**config.mk**
```make
export PLATFORM = sky130hd
export DESIGN_NAME = trap_seq
export DESIGN_NICKNAME = d
export VERILOG_FILES = /design/src/rtl/trap_seq.sv
export SDC_FILE = /design/constraint.sdc
export NUM_CORES = 1
export LEC_CHECK = 0
export BUFFER_PORTS_ARGS = -buffer_cell sky130_fd_sc_hd__buf_2
export CAP_MARGIN = 5
export CORE_MARGIN = 2
export CORE_UTILIZATION = 34
export CTS_BUF_LIST = sky130_fd_sc_hd__clkbuf_8
export CTS_CLUSTER_SIZE = 8
export DETAILED_ROUTE_END_ITERATION = 16
export SLEW_MARGIN = 20
export SYNTH_ARGS = -nofsm -noshare
export SYNTH_HDL_FRONTEND = slang
export SYNTH_SLANG_ARGS = --single-unit
```
**constraint.sdc**
```tcl
create_clock -name clk -period 1.5 [get_ports clk]
set_clock_uncertainty 0.05 [all_clocks]
set_input_delay 0.225 -clock clk [delete_from_list [all_inputs] [get_ports clk]]
set_output_delay 0.225 -clock clk [all_outputs]
set_load 0.01 [all_outputs]
```
**src/rtl/trap_seq.sv**
```systemverilog
// -----------------------------------------------------------------------------
// trap_seq -- trap/interrupt entry sequencer.
//
// Takes over the datapath at an instruction boundary when an exception,
// a software INT or an enabled hardware interrupt is pending. It then steps
// through: push PC, optionally push the cause word, and load the PC from the
// trap vector. On that last step it also switches to supervisor mode and,
// for everything except faults, clears the global interrupt mask.
//
// Parameters
//   NUM_IRQ    number of hardware interrupt lines (1..16)
//   EDGE       1: irq lines are rising-edge latched, 0: level-sensitive
//   VEC_BASE   vector of irq[0]; swint uses VEC_BASE+NUM_IRQ and
//              except uses VEC_BASE+NUM_IRQ+1
//   PUSH_CAUSE 1: push the cause word after the PC
//
// Ports
//   clk, rst_n     clock (rising edge) and asynchronous active-low reset
//   irq, irq_en    hardware requests and per-line enables
//   imask          global interrupt enable
//   boundary       CU is in FETCH, so a trap may be accepted now
//   swint, except  software INT / fault; looked at only with boundary
//   busy           sequencer owns the datapath
//   push_pc        push PC this cycle
//   push_cause     push cause word this cycle
//   ld_pc_vec      load PC from vec this cycle
//   vec, cause     vector and cause latched when the trap is accepted
//   ld_imask       clear imask this cycle
//   ld_mode        enter supervisor mode this cycle
//   irq_ack        one-hot acknowledge of the serviced hw line
// -----------------------------------------------------------------------------
module trap_seq #(
  parameter int          NUM_IRQ    = 4,
  parameter bit          EDGE       = 1'b0,
  parameter logic [31:0] VEC_BASE   = 32'd1,
  parameter bit          PUSH_CAUSE = 1'b0
) (
  input  logic               clk,
  input  logic               rst_n,
  input  logic [NUM_IRQ-1:0] irq,
  input  logic [NUM_IRQ-1:0] irq_en,
  input  logic               imask,
  input  logic               boundary,
  input  logic               swint,
  input  logic               except,
  output logic               busy,
  output logic               push_pc,
  output logic               push_cause,
  output logic               ld_pc_vec,
  output logic [31:0]        vec,
  output logic [7:0]         cause,
  output logic               ld_imask,
  output logic               ld_mode,
  output logic [NUM_IRQ-1:0] irq_ack
);

  typedef enum logic [1:0] {
    ST_IDLE       = 2'd0,
    ST_PUSH_PC    = 2'd1,
    ST_PUSH_CAUSE = 2'd2,
    ST_VECTOR     = 2'd3
  } state_e;

  // Cause type field encodings.
  localparam logic [1:0] TYPE_HW  = 2'b01;
  localparam logic [1:0] TYPE_SW  = 2'b10;
  localparam logic [1:0] TYPE_EXC = 2'b11;

  // One-hot decode of a hardware line number.
  function automatic logic [NUM_IRQ-1:0] line_onehot(input logic [3:0] line);
    logic [NUM_IRQ-1:0] v;
    v = '0;
    for (int i = 0; i < NUM_IRQ; i++) begin
      v[i] = (line == 4'(i));
    end
    return v;
  endfunction

  state_e             state_q;
  logic               busy_q;
  logic               push_pc_q;
  logic               push_cause_q;
  logic               ld_pc_vec_q;
  logic               ld_imask_q;
  logic               ld_mode_q;
  logic [NUM_IRQ-1:0] irq_ack_q;
  logic [31:0]        vec_q;
  logic [7:0]         cause_q;
  // Ack pattern and imask-clear decision held from acceptance until VECTOR.
  logic [NUM_IRQ-1:0] ack_line_q;
  logic               imask_clr_q;

  logic [NUM_IRQ-1:0] pending_s;
  logic [NUM_IRQ-1:0] hw_elig_s;
  logic               accept_s;
  logic [3:0]         hw_line_s;
  logic [31:0]        vec_d;
  logic [7:0]         cause_d;
  logic [NUM_IRQ-1:0] ack_d;
  logic               imask_clr_d;

  generate
    if (EDGE) begin : g_edge
      logic [NUM_IRQ-1:0] irq_prev_q;
      logic [NUM_IRQ-1:0] pending_q;

      // Edge history and sticky pending bits; a fresh edge beats the ack clear.
      always_ff @(posedge clk or negedge rst_n) begin
        if (!rst_n) begin
          irq_prev_q <= '0;
          pending_q  <= '0;
        end else begin
          irq_prev_q <= irq;
          pending_q  <= (pending_q & ~irq_ack_q) | (irq & ~irq_prev_q);
        end
      end

      assign pending_s = pending_q;
    end else begin : g_level
      assign pending_s = irq;
    end
  endgenerate

  // Eligibility, priority arbitration and vector/cause selection.
  always_comb begin
    hw_elig_s   = pending_s & irq_en & {NUM_IRQ{imask}};
    accept_s    = boundary & (except | swint | (|hw_elig_s));
    // Scan from the top so the lowest eligible index is the last one written.
    hw_line_s   = 4'd0;
    for (int i = NUM_IRQ - 1; i >= 0; i--) begin
      hw_line_s = hw_elig_s[i] ? 4'(i) : hw_line_s;
    end
    vec_d       = 32'd0;
    cause_d     = 8'd0;
    ack_d       = '0;
    imask_clr_d = 1'b0;
    if (except) begin
      vec_d       = VEC_BASE + 32'(NUM_IRQ) + 32'd1;
      cause_d     = {TYPE_EXC, 6'd0};
      ack_d       = '0;
      imask_clr_d = 1'b0;
    end else if (swint) begin
      vec_d       = VEC_BASE + 32'(NUM_IRQ);
      cause_d     = {TYPE_SW, 6'd0};
      ack_d       = '0;
      imask_clr_d = 1'b1;
    end else begin
      vec_d       = VEC_BASE + {28'd0, hw_line_s};
      cause_d     = {TYPE_HW, 2'b00, hw_line_s};
      ack_d       = line_onehot(hw_line_s);
      imask_clr_d = 1'b1;
    end
  end

  // Trap entry FSM; every strobe is a registered one-cycle pulse.
  always_ff @(posedge clk or negedge rst_n) begin
    if (!rst_n) begin
      state_q      <= ST_IDLE;
      busy_q       <= 1'b0;
      push_pc_q    <= 1'b0;
      push_cause_q <= 1'b0;
      ld_pc_vec_q  <= 1'b0;
      ld_imask_q   <= 1'b0;
      ld_mode_q    <= 1'b0;
      irq_ack_q    <= '0;
      vec_q        <= 32'd0;
      cause_q      <= 8'd0;
      ack_line_q   <= '0;
      imask_clr_q  <= 1'b0;
    end else begin
      push_pc_q    <= 1'b0;
      push_cause_q <= 1'b0;
      ld_pc_vec_q  <= 1'b0;
      ld_imask_q   <= 1'b0;
      ld_mode_q    <= 1'b0;
      irq_ack_q    <= '0;
      case (state_q)
        ST_IDLE: begin
          if (accept_s) begin
            state_q     <= ST_PUSH_PC;
            busy_q      <= 1'b1;
            push_pc_q   <= 1'b1;
            vec_q       <= vec_d;
            cause_q     <= cause_d;
            ack_line_q  <= ack_d;
            imask_clr_q <= imask_clr_d;
          end else begin
            state_q <= ST_IDLE;
            busy_q  <= 1'b0;
          end
        end
        ST_PUSH_PC: begin
          busy_q <= 1'b1;
          if (PUSH_CAUSE) begin
            state_q      <= ST_PUSH_CAUSE;
            push_cause_q <= 1'b1;
          end else begin
            state_q     <= ST_VECTOR;
            ld_pc_vec_q <= 1'b1;
            ld_mode_q   <= 1'b1;
            ld_imask_q  <= imask_clr_q;
            irq_ack_q   <= ack_line_q;
          end
        end
        ST_PUSH_CAUSE: begin
          busy_q      <= 1'b1;
          state_q     <= ST_VECTOR;
          ld_pc_vec_q <= 1'b1;
          ld_mode_q   <= 1'b1;
          ld_imask_q  <= imask_clr_q;
          irq_ack_q   <= ack_line_q;
        end
        ST_VECTOR: begin
          state_q <= ST_IDLE;
          busy_q  <= 1'b0;
        end
        default: begin
          state_q <= ST_IDLE;
          busy_q  <= 1'b0;
        end
      endcase
    end
  end

  assign busy       = busy_q;
  assign push_pc    = push_pc_q;
  assign push_cause = push_cause_q;
  assign ld_pc_vec  = ld_pc_vec_q;
  assign vec        = vec_q;
  assign cause      = cause_q;
  assign ld_imask   = ld_imask_q;
  assign ld_mode    = ld_mode_q;
  assign irq_ack    = irq_ack_q;

endmodule

```
==> key figures <==
Finish
  • Final net count: 179
  • Share of post-route cells with drive strength above 1: 0.327
  • Final Util: 0.425
  • N_diodes: 0
  • Finished Layout Cells: 205
  • Syn-to-layout area delta: 19.5%

Routing
  • Residual DRC: 0
  • Routed vias: 802
  • Initial detailed-routing violation count: 28
  • Vias/cell: 3.91
  • Routed WL per cell: 9.40 um
  • DRT Pass-1 Iters: 4
  • Detail Route Antenna Nets: 0
  • Routed WL: 1930 um

Place
  • Placer Congestion: 0.793
  • IO Port Bufs: 29
  • Detailed Place HPWL: 1570 um
  • Placed cells: 200
  • Dpl ws: -146 ps

Clocking
  • Clock Tree Root: clkbuf_8
  • Reg clk slew, reported paths: 70 ps
  • CTS buffer count: 3
  • CTS sink count: 20
  • H-tree depth: 1
  • Clock Tree Buf Depth: 2
  • CTS tree: built
  • Worst-Skew Late Latency: 250 ps
  • Post-CTS setup buffer count: 0

Global routing
  • GRT Overall Usage: 0.100
  • Vias in the first global route: 710
  • Grt total ovfl: 0
  • Initial antenna violation count: 0
  • Largest net degree at the start of global routing: 21
  • First-pass GRT wire length: 3100 um

Synthesis
  • Yosys top cell by area: dfrtp_1
  • Post-Syn Area: 1190 um^2
  • Asr flop ratio synth: 1.00
  • Main area contributors after synthesis: dfrtp_1 (42%), buf_4 (22%), mux2i_1 (5.9%), ha_1 (5.3%), inv_1 (4.7%)
  • Most frequent cell after synthesis: buf_4
  • Post-synth top cells: buf_4 (35), dfrtp_1 (20), inv_1 (15)
  • Yosys top cell area share: 0.421
  • Syn. warnings: 0
  • Syn avg cell area: 10.1 um^2
  • Synth Register Bits: 20
  • Netlist cell types: 24
  • Synthesized instance count: 117
  • Number of flops mapped to enable cells by yosys: 0
  • Sequential area share after synthesis: 0.421
  • Top FF cell, synth: dfrtp_1

Setup path
  • Reg2Reg Setup Slack: 130 ps
  • Setup crit end kind: flop
  • WP data required: 1590 ps
  • CP startpoint kind: primary input
  • CP max FO: 2
  • Crit path DAT: 1470 ps
  • Worst setup path category: primary input to flop

Power and ir drop
  • NetSw: 660 uW
  • Sw Ratio: 0.336
  • Internal Power: 1.30 mW
  • Maximum vdd drop: 0.437 mV
  • Clock Power Share: 0.202
  • Pwr per Cell Area: 1380 nW/um^2
  • Reg power frac: 0.407
  • Comb pwr share: 0.391
  • Leakage: 0.828 nW

Timing
  • Setup violations, final: 0
  • Final min period: 1380 ps
  • RSZ-0062 raised after global routing: false
  • Final hold violation count: 0
  • Fmax: 0.724 GHz
  • Final Slew Violations: 0
  • Crit share post-route: 0.921
  • Worst setup margin: 118 ps
  • Setup TNS: 0 ps

Outcome
  • Status: completed

Floorplan
  • Initial core utilization: 0.356
  • Core area: 3340 um^2
  • Number of I/O pins: 64
  • Die area: 3980 um^2
  • Die Ht: 63.1 um
  • Rows: 21
  • Die width: 63.1 um

Hold path
  • Hold Crit Class: primary input to flop

Flow run
  • Max Cap Viol: 0
## cell type report
cell class / instances / area, um^2
well taps: 46 / 57.6
fillers: 353 / 1920
flip-flops and latches: 20 / 500
inverters: 15 / 56.3
repair buffers: 41 / 250
multi-input cells: 79 / 499
clock buffers: 4 / 55.1
## state kept, by name, indices dropped and copies added, names as in the netlist
register and flops:
vec 3, state_q 1, cause 4, push_pc 1, irq_ack 4, ld_imask 1
ack_line_q 4, ld_mode 1, imask_clr_q 1
## worst paths after layout
path	start	to	depth (start not counted)
max	irq[2]	vec[2]	7
min	except	imask_clr_q	2
max reg2reg	ld_mode	vec[0]	5
min reg2reg	ack_line_q[3]	irq_ack[3]	2
max in group asynchronous	rst_n	state_q[0]	2
min in group asynchronous	rst_n	irq_ack[3]	2
## kinds of logic (layout without fill, tap and decap cells)
kind of cell / count (synthesis) / in the layout / synth area share
flip-flops: 20 / 20 / 0.421
multiplexers: 9 / 9 / 0.0843
buffers and inverters: 51 / 60 / 0.278
AND/OR/NAND/NOR: 19 / 19 / 0.0696
other: 1 / 34 / 0.00316
adder cells (fa/ha/maj): 5 / 5 / 0.0527
AO/OA/AOI/OAI: 12 / 12 / 0.0906
## cell usage in the layout, fill, tap and decap left out, drive strengths merged, types with 2 or more instances in the layout
| cell | n |
|---|---|
| mux2 | 2 |
| ha | 5 |
| a21oi | 3 |
| buf | 40 |
| nand2 | 8 |
| a22o | 2 |
| mux2i | 7 |
| clkbuf | 4 |
| nor2 | 7 |
| dfrtp | 20 |
| inv | 15 |
| conb | 34 |
## metal layers
layer	share of wire	wire, um	vias to the layer above	GRT usage
met5	0	0	-	0
met1	0.41	788	367	0.125
met2	0.48	927	49	0.166
met4	0	0	0	0.0417
li1	-	-	386	-
met3	0.11	213	0	0.0214
## power groups by stage
stage | clock [mW] | combinational (mW) | sequential (mW)
4_1_cts | 0.408 | 0.777 | 0.801
3_3_place_gp | 0 | 0.758 | 0.804
2_1_floorplan | 0 | 0.476 | 0.876
6_report | 0.397 | 0.767 | 0.799
5_1_grt | 0.441 | 0.856 | 0.822
3_5_place_dp | 0 | 0.773 | 0.811
## critical path: stages
cell,delay (ps)
buf_2,80
nand2_1,50
a32o_2,240
and3_4,160
ha_4,150
or3_1,290
mux2_4,260
## stage by stage
| stage | power, mW | area, um^2 | hold WS, ps |
|---|---|---|---|
| floorplan | 1.35 | 1330 | -121 |
| global placement | 1.56 | 1350 | 133 |
| detailed placement | 1.58 | 1350 | 144 |
| CTS | 1.99 | 1420 | 185 |
| global route | 2.12 | 1420 | 198 |
| finish | 1.96 | 1420 | 185 |
## what timing repair did
item / 4_1_cts / 5_1_grt
resized for setup: 0 / 0
hold buffers: 1 / 0
hold endpoints to repair: 20 / 0
Note: power is estimated with default switching activity, not from simulation.
